===== config.mk =====
export PLATFORM = sky130hd
export DESIGN_NAME = seq_divider
export DESIGN_NICKNAME = d
export VERILOG_FILES = /design/src/rtl/seq_divider.sv
export SDC_FILE = /design/constraint.sdc
export NUM_CORES = 1
export LEC_CHECK = 0
export ABC_AREA = 1
export BUFFER_PORTS_ARGS = -buffer_cell sky130_fd_sc_hd__buf_2
export CORE_MARGIN = 1
export CORE_UTILIZATION = 55
export CTS_CLUSTER_SIZE = 10
export DETAILED_ROUTE_END_ITERATION = 10
export PLACE_DENSITY = 0.85
export SYNTH_ARGS = -nofsm -noshare
export SYNTH_HDL_FRONTEND = slang
export SYNTH_SLANG_ARGS = --single-unit

===== constraint.sdc =====
create_clock -name clk -period 3.9 [get_ports clk]
set_input_delay 0.78 -clock clk [delete_from_list [all_inputs] [get_ports clk]]
set_output_delay 0.78 -clock clk [all_outputs]
set_load 0.1 [all_outputs]

===== src/rtl/seq_divider.sv =====
// Sequential 4-bit unsigned restoring divider: one quotient bit per clock, MSB first.
// Divide-by-zero completes at the accepting edge with quotient 4'hF and remainder = dividend.
module seq_divider (
   input  logic       clk,
   input  logic       rst,
   input  logic       start,
   input  logic [3:0] dividend,
   input  logic [3:0] divisor,
   output logic       busy,
   output logic       done,
   output logic [3:0] quotient,
   output logic [3:0] remainder,
   output logic       div_by_zero
);

   typedef enum logic [1:0] {StIdle, StRun, StDone} state_e;

   state_e     state_q;
   logic [3:0] dvd_q;
   logic [3:0] dvs_q;
   logic [1:0] cnt_q;
   logic [3:0] rem_q;
   logic [3:0] quo_q;

   logic [4:0] part;
   logic [5:0] sum;
   logic       carry;
   logic [3:0] rem_d;
   logic       unused_trial_msb;

   // ~cnt_q selects dividend bit 3,2,1,0 on steps 0..3.
   always_comb begin
      part             = {rem_q, dvd_q[~cnt_q]};
      sum              = {1'b0, part} + {1'b0, ~{1'b0, dvs_q}} + 6'd1;
      carry            = sum[5];
      unused_trial_msb = sum[4];
      rem_d            = carry ? sum[3:0] : part[3:0];
   end

   always_ff @(posedge clk) begin
      if (rst) begin
         state_q     <= StIdle;
         dvd_q       <= 4'd0;
         dvs_q       <= 4'd0;
         cnt_q       <= 2'd0;
         rem_q       <= 4'd0;
         quo_q       <= 4'd0;
         busy        <= 1'b0;
         done        <= 1'b0;
         quotient    <= 4'd0;
         remainder   <= 4'd0;
         div_by_zero <= 1'b0;
      end else begin
         done <= 1'b0;
         case (state_q)
            StIdle, StDone: begin
               if (start) begin
                  dvd_q <= dividend;
                  dvs_q <= divisor;
                  cnt_q <= 2'd0;
                  rem_q <= 4'd0;
                  quo_q <= 4'd0;
                  if (divisor == 4'd0) begin
                     quotient    <= 4'hF;
                     remainder   <= dividend;
                     div_by_zero <= 1'b1;
                     done        <= 1'b1;
                     busy        <= 1'b0;
                     state_q     <= StDone;
                  end else begin
                     quotient    <= 4'd0;
                     remainder   <= 4'd0;
                     div_by_zero <= 1'b0;
                     busy        <= 1'b1;
                     state_q     <= StRun;
                  end
               end else begin
                  state_q <= StIdle;
               end
            end
            StRun: begin
               rem_q <= rem_d;
               quo_q <= {quo_q[2:0], carry};
               cnt_q <= cnt_q + 2'd1;
               if (cnt_q == 2'd3) begin
                  quotient  <= {quo_q[2:0], carry};
                  remainder <= rem_d;
                  busy      <= 1'b0;
                  done      <= 1'b1;
                  state_q   <= StDone;
               end
            end
            default: begin
               busy    <= 1'b0;
               state_q <= StIdle;
            end
         endcase
      end
   end

endmodule


Word level (Yosys, flattened, before mapping)

Index checks and enable logic that the tools add are counted.

Bits in registers: 30
Bits in latches: 0
RAM bits: 0
Memory bits (read-only): 0
Input port bits: 11
Output and inout port bits: 11
Memories kept: 0

Add/sub/neg operators: 3
Multipliers: 0
Div/mod/pow operators: 0
$lt $le $gt $ge: 1
Eq/ne operators: 5
Shift-type cells: 0
Muxes and demuxes: 28
Bitwise gates (word level): 2
Reductions and logical operators: 8

Operators by type and width:

| operator                                                              | count |
|---|---|
| 4-bit 2-to-1 mux                                                      | 8 |
| 4-bit one-hot mux with 2 select lines                                 | 3 |
| 2-bit 2-to-1 mux                                                      | 4 |
| 2-bit one-hot mux with 2 select lines                                 | 2 |
| 1-bit 2-to-1 mux                                                      | 7 |
| 5-bit by 5-bit adder with 6-bit output                                | 1 |
| 6-bit by 1-bit adder with 6-bit output, second input constant         | 1 |
| 3-bit one-hot mux with 2 select lines                                 | 1 |
| 2-bit AND reduction                                                   | 3 |
| 4-bit inverter with 5-bit output                                      | 1 |
| 2-bit equality test, second input constant                            | 2 |
| 4-bit logical NOT                                                     | 1 |
| 2-bit inequality test, second input constant                          | 2 |
| 1-bit one-hot mux with 2 select lines                                 | 2 |
| 2-bit by 3-bit < comparator with 1-bit output, second input constant  | 1 |
| 3-bit AND reduction                                                   | 1 |
| 2-bit by 1-bit adder with 2-bit output, second input constant         | 1 |
| 1-bit binary-select mux with 2-bit select                             | 1 |
| 2-bit by 1-bit equality test with 1-bit output, second input constant | 1 |
| 2-bit logical NOT                                                     | 1 |
| 2-bit inverter                                                        | 1 |
| 2-bit nonzero test                                                    | 1 |
| 2-bit OR reduction                                                    | 1 |

Longest topological paths before layout

Depth in word-level cells: 8
Mapped depth: 11
Gate-level depth less buffers: 11

Worst setup path after synthesis

OpenSTA, ideal clock, no wires.

Path kind: reg-to-output
Start: register busy
End: output port busy
Arrival time: 925 ps
Data required time: 3120 ps
Setup slack: 2195 ps
Stages on the path, launching flop included: 1
Path through: dfxtp_1

RTL lines:

| item                   | line | text |
|---|---|---|
| start, declared        | 9    | `output logic busy,` |
| start signal, assigned | 48   | `busy <= 1'b0;` |
| start signal, assigned | 68   | `busy <= 1'b0;` |
| start signal, assigned | 74   | `busy <= 1'b1;` |

No word-level cell between the ends.

Final worst setup path

Start: register quotient[3]
End: output port quotient[3]

RTL lines:

| item                   | line | text |
|---|---|---|
| start, declared        | 11   | `output logic [3:0] quotient,` |
| start signal, assigned | 86   | `quotient <= {quo_q[2:0], carry};` |

No word-level cell between the ends.

==> flow_metrics.env <==
export IMPL_outcome="finished clean"
export IMPL_vias_per_cell=5.48
export IMPL_period_needed_ps=1900
export IMPL_std_cell_rows=17
export IMPL_r2r_cells=9
export IMPL_critical_path_buf_inv_count=1
export IMPL_stdcell_area_um2=1520
export IMPL_drc=0
export IMPL_ys_seq_area_frac=0.452
export IMPL_hold_buffers=0
export IMPL_grt_max_degree=19
export IMPL_yosys_area_top_type="dfxtp_1"
export IMPL_cp_required_ps=3120
export IMPL_drv_cap=0
export IMPL_finalMaxSlewViolations=0
export IMPL_num_vias=1260
export IMPL_reg2reg_from="cnt_q[0]"
export IMPL_tightest_slew_ps=490
export IMPL_overflow=0
export IMPL_core_area_um2=2250
export IMPL_die_h_um=51.2
export IMPL_arrival_ps=1120
export IMPL_grt_setup_unrepaired="no"
export IMPL_final_common_cell="nand2_1"
export IMPL_r2r_slack_ps=2130
export IMPL_slew_headroom=0.676
export IMPL_path_max_fanout=2
export IMPL_cts_buffer_depth=2
export IMPL_wl_per_cell_um=13.5
export IMPL_crit_type="reg -> out"
export IMPL_crit_start="quotient[3]"
export IMPL_hold_violations=0
export IMPL_placed_cells=222
export IMPL_cts_sinks=30
export IMPL_drt_iter0_markers=46
export IMPL_power_density_nw_per_um2=507
export IMPL_setup_tns_ps=0
export IMPL_die_area_um2=2620
export IMPL_initial_utilization=0.589
export IMPL_post_cts_buffers=0
export IMPL_firstDrtPassIters=4
export IMPL_ir_drop_uv=397
export IMPL_leakage_nw=0.695
export IMPL_cts_buffers=5
export IMPL_ant_nets=0
export IMPL_fin_cells=230
export IMPL_synthArstFlopShare=0
export IMPL_diodes=0
export IMPL_portBuffers=21
export IMPL_ys_ff_latch=30
export IMPL_hpwl_um=2250
export IMPL_crit_path_end="quotient[3]"
export IMPL_grt_pass1_vias=1101
export IMPL_setup_viol=0
export IMPL_ff_latch_area_um2=601
export IMPL_area_growth_pct=14.0
export IMPL_cts_resized=0
export IMPL_synth_edf_count=0
export IMPL_skew_ps=7.30
export IMPL_worstHoldPathCells=2
export IMPL_mostFrequentLayoutCells="nand2_1 (31), dfxtp_1 (30), a21oi_1 (29)"
export IMPL_ioPinCount=22
export IMPL_grt_usage=0.271
export IMPL_die_x_um=51.2
export IMPL_end_kind="primary output"
export IMPL_synth_cells=177
export IMPL_multi_input_area_um2=628
export IMPL_cp_cell_sequence="buf_2"
export IMPL_slowest_delay_ps=430
export IMPL_clk_latency_ps=340
export IMPL_syn_nets=194
export IMPL_critical_path_top_delay_family="buffers and inverters"
export IMPL_yosys_top_cells_area="dfxtp_1 (45%), a21oi_1 (11%), nand2_1 (8.8%)"
export IMPL_crit_path_top_delay_cell="buf_2"
export IMPL_startpoint_type="register"
export IMPL_yosysWarnings=0
export IMPL_num_nets_final=218
export IMPL_gp_congestion=0.854
export IMPL_clkTransAtPathRegs_ps=100
export IMPL_synth_avg_cell_area_um2=7.51
export IMPL_antenna_found_initial=0
export IMPL_utilization=0.672
export IMPL_root_buffer="clkbuf_4"
export IMPL_r2r_end="remainder[2]"
export IMPL_layout_drive_gt1_share=0.178
export IMPL_synth_top_area_frac=0.452
export IMPL_cts_tree="done"
export IMPL_postPlaceCellArea_um2=1450
export IMPL_hold_slack_ps=474
export IMPL_grt_pass1_wl_um=4980
export IMPL_post_route_period_util=0.488
export IMPL_hp_class="reg -> reg"
export IMPL_synth_area_um2=1330
export IMPL_cp_depth=1
export IMPL_ys_types=22
export IMPL_num_fill_cells=204
export IMPL_htree_levels=2
export IMPL_drt_total_wl_um=3110
export IMPL_fmaxAchievable_ghz=0.525
export IMPL_ys_flop_type="dfxtp_1"
Yosys cell counts, types with 2 or more instances:
cell type,count
a21oi_1,29
buf_2,2
clkbuf_1,2
dfxtp_1,30
ha_1,5
inv_1,20
inv_2,2
nand2_1,31
nand3_1,10
nor2_1,15
o21ai_0,20
cell families (layout without fill, tap and decap cells):
kind of cell,Yosys count,after routing,share of synthesized area
AND/OR/NAND/NOR,62,62,0.202
AO/OA/AOI/OAI,52,52,0.202
flip-flops,30,30,0.452
buffers and inverters,26,51,0.0753
adder cells (fa/ha/maj),6,6,0.0621
XOR/XNOR,1,1,0.00659
per-layer routing:
layer,track usage,up-vias,share of wire
li1,-,625,-
met1,0.333,577,0.42
met2,0.423,51,0.48
met3,0.0923,7,0.083
met4,0.125,0,0.018
met5,0,-,0
layout make-up:
cell class | count | area share
multi-input cells | 121 | 0.415
flip-flops and latches | 30 | 0.396
repair buffers | 21 | 0.0694
inverters | 22 | 0.0545
clock buffers | 6 | 0.0339
well taps | 28 | 0.0231
clock inverters | 2 | 0.00826
flip-flops by register name (all words and copies together) (netlist names):
| signal | count |
|---|---|
| busy | 1 |
| state_q | 2 |
| quo_q | 3 |
| rem_q | 4 |
| dvs_q | 4 |
| remainder | 4 |
| quotient | 4 |
| div_by_zero | 1 |
| done | 1 |
| dvd_q | 4 |
| cnt_q | 2 |
how the worst min path moves through the flow:
stage / start / to / slack [ps]
floorplan: dvs_q[3] / dvs_q[3] / 430
global placement: quo_q[2] / quo_q[2] / 450
detailed placement: quo_q[0] / quo_q[0] / 460
CTS: quo_q[0] / quo_q[0] / 470
global route: quo_q[0] / quo_q[0] / 500
finish: dvs_q[2] / dvs_q[2] / 470
stage by stage:
step,worst slack [ps],power [mW]
after floorplan,2200,0.525
final,2000,0.768
after detailed placement,2060,0.569
after global placement,2080,0.562
after global routing,1950,0.806
after CTS,2000,0.764
power by group:
part	internal (mW)	leakage [nW]	switching (mW)	total [mW]
Combinational	0.0569	0.414	0.163	0.220
Clock	0.0865	0.0343	0.115	0.201
Sequential	0.331	0.246	0.0158	0.347
Total	0.474	0.695	0.294	0.768
worst reg2reg max path: cells and delay by family, from the launching register on:
| kind | cells | cell delay, ps |
|---|---|---|
| AO/OA/AOI/OAI | 1 | 160 |
| adder cells (fa/ha/maj) | 2 | 580 |
| AND/OR/NAND/NOR | 5 | 370 |
| XOR/XNOR | 1 | 150 |
| flip-flops | 1 | 430 |
Note: power is estimated with default switching activity, not from simulation.
